File: config.mk
export PLATFORM = sky130hd
export DESIGN_NAME = mem_burst_master
export DESIGN_NICKNAME = d
export VERILOG_FILES = /design/src/rtl/mem_burst_master.sv
export SDC_FILE = /design/constraint.sdc
export NUM_CORES = 1
export LEC_CHECK = 0
export ABC_AREA = 0
export CAP_MARGIN = 30
export CORE_ASPECT_RATIO = 1.1
export CORE_UTILIZATION = 44
export DETAILED_ROUTE_END_ITERATION = 6
export PLACE_DENSITY = 0.81
export SLEW_MARGIN = 20
export SYNTH_ARGS = -nofsm -noshare
export SYNTH_HDL_FRONTEND = slang
export SYNTH_SLANG_ARGS = --single-unit
File: constraint.sdc
create_clock -name clk -period 2.1 [get_ports clk]
set_input_delay 0.42 -clock clk [delete_from_list [all_inputs] [get_ports clk]]
set_output_delay 0.42 -clock clk [all_outputs]
set_load 0.05 [all_outputs]
File: src/rtl/mem_burst_master.sv
// mem_burst_master: burst initiator for a synchronous single-port memory.
// Takes read/write burst commands over a valid/ready port and issues one
// memory access per cycle. Write beats arrive on their own stream. Read data
// comes back through a 2-entry response FIFO that honours rsp_ready.
// Optional build macro MEM_ADDR_CHECK_EN: each issued address is compared
// with the memory's registered address echo (mem_Ao). A mismatch raises a
// sticky err. Without the macro, err is tied low.
// AW/DW default to 16/32, standing in for the project-wide `ADDR/`WORD widths.
module mem_burst_master #(
  parameter int AW    = 16,
  parameter int DW    = 32,
  parameter int LEN_W = 4
) (
  input  logic             clk,
  input  logic             rst_n,
  input  logic             req_valid,
  output logic             req_ready,
  input  logic             req_we,
  input  logic [AW-1:0]    req_addr,
  input  logic [LEN_W-1:0] req_len,
  input  logic             wd_valid,
  output logic             wd_ready,
  input  logic [DW-1:0]    wd_data,
  output logic             rsp_valid,
  input  logic             rsp_ready,
  output logic [DW-1:0]    rsp_data,
  output logic             rsp_last,
  output logic [AW-1:0]    mem_A,
  output logic             mem_W,
  output logic [DW-1:0]    mem_D,
  input  logic [DW-1:0]    mem_Q,
  input  logic [AW-1:0]    mem_Ao,
  output logic             busy,
  output logic             err
);

  typedef enum logic [1:0] {IDLE, RD, DRAIN, WR} state_t;

  state_t           state_reg, state_next;
  logic [AW-1:0]    addr_reg, addr_next;
  logic [LEN_W-1:0] beat_reg, beat_next;
  logic             inflight_reg, inflight_next;
  logic             inflight_last_reg, inflight_last_next;

  logic [DW-1:0]    fifo_data_reg [2];
  logic             fifo_last_reg [2];
  logic             wr_ptr_reg, rd_ptr_reg;
  logic [1:0]       count_reg;

  logic             push, pop, rd_room, issue_rd, wr_beat;
  logic [2:0]       occupancy;

  // The read issued last cycle lands in the FIFO now. The head leaves on a consumer handshake.
  assign push      = inflight_reg;
  assign pop       = (count_reg != 2'd0) && rsp_ready;
  // Issue only if the beat cannot overflow the FIFO once it returns next cycle.
  assign occupancy = {1'b0, count_reg} + {2'b0, inflight_reg};
  assign rd_room   = occupancy <= (3'd1 + {2'b0, pop});

  // The address stays on the last issued word between bursts.
  assign mem_A     = addr_reg;
  assign rsp_valid = (count_reg != 2'd0);
  assign rsp_data  = fifo_data_reg[rd_ptr_reg];
  assign rsp_last  = rsp_valid & fifo_last_reg[rd_ptr_reg];
  assign busy      = (state_reg != IDLE) || (count_reg != 2'd0);

  // Next-state, counters and memory-side strobes for the burst sequencer.
  always_comb begin
    state_next         = state_reg;
    addr_next          = addr_reg;
    beat_next          = beat_reg;
    inflight_next      = 1'b0;
    inflight_last_next = inflight_last_reg;
    req_ready          = 1'b0;
    wd_ready           = 1'b0;
    mem_W              = 1'b0;
    mem_D              = '0;
    issue_rd           = 1'b0;
    wr_beat            = 1'b0;
    case (state_reg)
      IDLE: begin
        req_ready = 1'b1;
        if (req_valid) begin
          addr_next  = req_addr;
          beat_next  = req_len;
          state_next = req_we ? WR : RD;
        end
      end
      RD: begin
        if (rd_room) begin
          issue_rd           = 1'b1;
          inflight_next      = 1'b1;
          inflight_last_next = (beat_reg == '0);
          if (beat_reg == '0) begin
            state_next = DRAIN;
          end else begin
            addr_next = addr_reg + 1'b1;
            beat_next = beat_reg - 1'b1;
          end
        end
      end
      DRAIN: begin
        if (!inflight_reg && (count_reg == 2'd0)) state_next = IDLE;
      end
      WR: begin
        wd_ready = 1'b1;
        if (wd_valid) begin
          wr_beat = 1'b1;
          mem_W   = 1'b1;
          mem_D   = wd_data;
          if (beat_reg == '0) begin
            state_next = IDLE;
          end else begin
            addr_next = addr_reg + 1'b1;
            beat_next = beat_reg - 1'b1;
          end
        end
      end
      default: state_next = IDLE;
    endcase
  end

  // Sequencer state, burst counters and FIFO pointers.
  always_ff @(posedge clk or negedge rst_n) begin
    if (!rst_n) begin
      state_reg         <= IDLE;
      addr_reg          <= '0;
      beat_reg          <= '0;
      inflight_reg      <= 1'b0;
      inflight_last_reg <= 1'b0;
      wr_ptr_reg        <= 1'b0;
      rd_ptr_reg        <= 1'b0;
      count_reg         <= 2'd0;
    end else begin
      state_reg         <= state_next;
      addr_reg          <= addr_next;
      beat_reg          <= beat_next;
      inflight_reg      <= inflight_next;
      inflight_last_reg <= inflight_last_next;
      if (push) wr_ptr_reg <= ~wr_ptr_reg;
      if (pop)  rd_ptr_reg <= ~rd_ptr_reg;
      count_reg <= count_reg + {1'b0, push} - {1'b0, pop};
    end
  end

  // One storage slot per FIFO entry, written when the write pointer selects it.
  generate
    for (genvar gi = 0; gi < 2; gi++) begin : g_fifo
      always_ff @(posedge clk or negedge rst_n) begin
        if (!rst_n) begin
          fifo_data_reg[gi] <= '0;
          fifo_last_reg[gi] <= 1'b0;
        end else if (push && (wr_ptr_reg == 1'(gi))) begin
          fifo_data_reg[gi] <= mem_Q;
          fifo_last_reg[gi] <= inflight_last_reg;
        end
      end
    end
  endgenerate

`ifdef MEM_ADDR_CHECK_EN
  logic          chk_valid_reg;
  logic [AW-1:0] chk_addr_reg;
  logic          err_reg;

  // Remember each issued address, then check the memory's echo one cycle later.
  always_ff @(posedge clk or negedge rst_n) begin
    if (!rst_n) begin
      chk_valid_reg <= 1'b0;
      chk_addr_reg  <= '0;
      err_reg       <= 1'b0;
    end else begin
      chk_valid_reg <= issue_rd | wr_beat;
      chk_addr_reg  <= addr_reg;
      if (chk_valid_reg && (mem_Ao != chk_addr_reg)) err_reg <= 1'b1;
    end
  end

  assign err = err_reg;
`else
  logic unused_check;
  assign unused_check = ^{mem_Ao, issue_rd, wr_beat};
  assign err = 1'b0;
`endif

endmodule
==> results_dict.tcl <==
set metrics [dict create \
    grt_usage_pct 22.9 \
    path_clk_slew_ns 0.07 \
    fin_nets 710 \
    grt_use_met3_pct 7.22 \
    maxCapViolCount 0 \
    cts.htree.levels 3 \
    cts_root_buffer "clkbuf_16" \
    grt.busiest_layer "met2" \
    synth_cell_types 53 \
    yosysMostFrequentCell "mux2_2" \
    synth_area_leader_cell "dfrtp_1" \
    final-hold-violation-count 0 \
    grt_pass1_wl_um 20300 \
    cp_cell_sequence "clkdlybuf4s50_1" \
    setup.worst_path.start_class "register" \
    endpoint_kind "primary output" \
    multi_input_area_um2 2390 \
    dp_hpwl_um 9530 \
    die_x_um 102 \
    synth_top_area_share_pct 48.4 \
    ant_nets 0 \
    syn_to_final_growth_pct 63.2 \
    initial_core_util_pct 45.9 \
    syn-cell-area_um2 4860 \
    num_rows 39 \
    power.total_w 0.0151 \
    vias_per_cell 5.28 \
    worstPathRequired_ns 1.68 \
    drc 0 \
    layout_min_cycle_time_ns 2.04 \
    synth_edf_count 0 \
    leakage_nw 3.34 \
    worstSetupPathType "register to primary output" \
    drt-total-wl_um 12500 \
    yosys-top-cells-count "mux2_2, dfrtp_1, and2_1" \
    cpLargestDelayFamily "buffers and inverters" \
    yosys_warnings 0 \
    largest_reg_flops 64 \
    first_pass_iters 4 \
    synth_ff_type "dfrtp_1" \
    relSlewSlack_pct 57.7 \
    gr-total-overflow 0 \
    cp_slowest_cell "clkdlybuf4s50_1" \
    antenna_found_initial 0 \
    fp.coreArea_um2 10600 \
    dp_cells 729 \
    fillCellCount 695 \
    numPortBuffers 175 \
    fin_ws_ns 0.0643 \
    synth_cells 412 \
    ys_top_cells_by_area "dfrtp_1, mux2_2, and2_1, mux2i_1, nand2_1" \
    cp_num_buf_inv 1 \
    fin_tns_setup_ns 0 \
    cts_buffer_depth 2 \
    tightest_slew_ns 0.634 \
    globalplace.congestion 0.865 \
    syn_area_per_cell_um2 11.8 \
    seq_area_um2 2350 \
    skew_ns 0.00471 \
    wl_per_cell_um 16.8 \
    setup_violations 0 \
    rsz0062_at_grt "false" \
    finalCritPeriodShare_pct 96.9 \
    ir_drop_uv 1310 \
    grtUsageMet2_pct 41.2 \
    pwr_density_cell_nw_per_um2 1900 \
    first_global_vias 4238 \
    yosysSeqAreaShare_pct 48.4 \
    layoutNonFillerInstCount 747 \
    place_ws_ns -0.0857 \
    cts.sinks 94 \
    status "finished clean" \
    ios 193 \
    cp_slowest_stage_delay_ns 0.84 \
    antenna_cells 0 \
    syn_nets 523 \
    fmax_mhz 491 \
    clkLatencyLatePin_ns 0.33 \
    crit_arrival_ns 1.62 \
    numCtsBuffers 9 \
    grt_max_degree 48 \
    gr-usage-met1_pct 26.2 \
    ys_seq_elements 94 \
    cts_hold_buf 0 \
    cts_tree "built" \
    drv_slew 0 \
    synthArstFlopShare_pct 100 \
    die_y_um 112 \
    first_iter_violations 120 \
    num_vias 3944 \
    dieArea_um2 11500 \
    hold_class "primary input to async pin" \
    crit_path_max_fanout 6 \
    drive_gt1_share_pct 37.7 \
]
-- placed cells by master (no fill, tap or decap), drive strengths merged, types with 10 or more instances in the layout --
cell           netlist  layout
dfrtp               94      94
mux2i               16      16
and2                37      37
nor3                10      10
nor2                20      20
buf                 16      95
mux2               100     100
clkdlybuf4s50        0      97
nand3               11      11
o21ai               11      11
nand2               23      23
-- layout make-up --
cell class	instances	share of cell area, %
repair buffers	198	33.8
well taps	143	2.25
clock inverters	7	1.02
flip-flops and latches	94	29.7
multi-input cells	289	30.1
clock buffers	9	2.84
inverters	7	0.331
-- worst reg2reg max path, cell delays in order (launching register included) --
cell and delay [ns]:
dfrtp_1 0.39, ha_1 0.20, ha_1 0.18, nor2_1 0.15, o21ba_4 0.19, and3_4 0.29, a21oi_1 0.05, or3_1 0.35
-- path summary, 6_finish.rpt --
check	startpoint	endpoint	slack, ns	cells after the start
setup / recovery	mem_A[3]$_DFFE_PN0P_	mem_A[3]	0.06	1
hold / removal	rst_n	fifo_data_reg[10]$_DFFE_PN0P_	0.09	1
setup reg to reg	inflight_reg$_DFF_PN0_	mem_A[10]$_DFFE_PN0P_	0.18	7
hold reg to reg	fifo_data_reg[2]$_DFFE_PN0P_	fifo_data_reg[2]$_DFFE_PN0P_	0.50	1
max in group asynchronous	rst_n	fifo_data_reg[63]$_DFFE_PN0P_	1.42	2
min in group clk	fifo_data_reg[2]$_DFFE_PN0P_	fifo_data_reg[2]$_DFFE_PN0P_	0.50	1
-- power breakdown --
| part | leakage, nW | switching [W] | internal, W |
|---|---|---|---|
| sequential | 1.09 | 0.000637 | 0.00273 |
| combinational | 2.11 | 0.00522 | 0.00486 |
| clock | 0.140 | 0.000715 | 0.000937 |
| total | 3.34 | 0.00657 | 0.00852 |
-- routing by layer --
| layer | share of wire [%] | up-vias |
|---|---|---|
| met4 | 1.1 | 0 |
| met3 | 7.7 | 13 |
| met1 | 39 | 1922 |
| met5 | 0 | - |
| li1 | - | 1845 |
| met2 | 53 | 164 |
-- repair_timing --
action / 4_1_cts / 5_1_grt
endpoints found under the hold margin: 0 / 0
gates resized for setup: 3 / 6
buffers inserted: 0 / 2
cloned: 0 / 0
setup endpoints to repair: 33 / 38
-- through the flow --
| step | hold slack [ns] | utilization (%) | area (um^2) |
|---|---|---|---|
| 3_5_place_dp | 0.483 | 71.7 | 7600 |
| 2_1_floorplan | 0.124 | - | 4870 |
| 5_1_grt | 0.133 | 74.9 | 7940 |
| 3_3_place_gp | 0.477 | 71.7 | 7600 |
| 6_report | 0.0865 | 74.9 | 7940 |
| 4_1_cts | 0.113 | 74.7 | 7910 |
-- logic make-up after synthesis --
family,Yosys count,synth area share [%]
xor gates and xnor gates,3,0.541
other,1,0.0771
AOI/OAI and AO/OA,46,6.80
DFF,94,48.4
buffers and inverters,29,2.83
adders and majority gates,5,1.29
muxes,116,26.5
and+or+nand+nor,118,13.6
No activity file was read; power rests on OpenSTA's default activity.
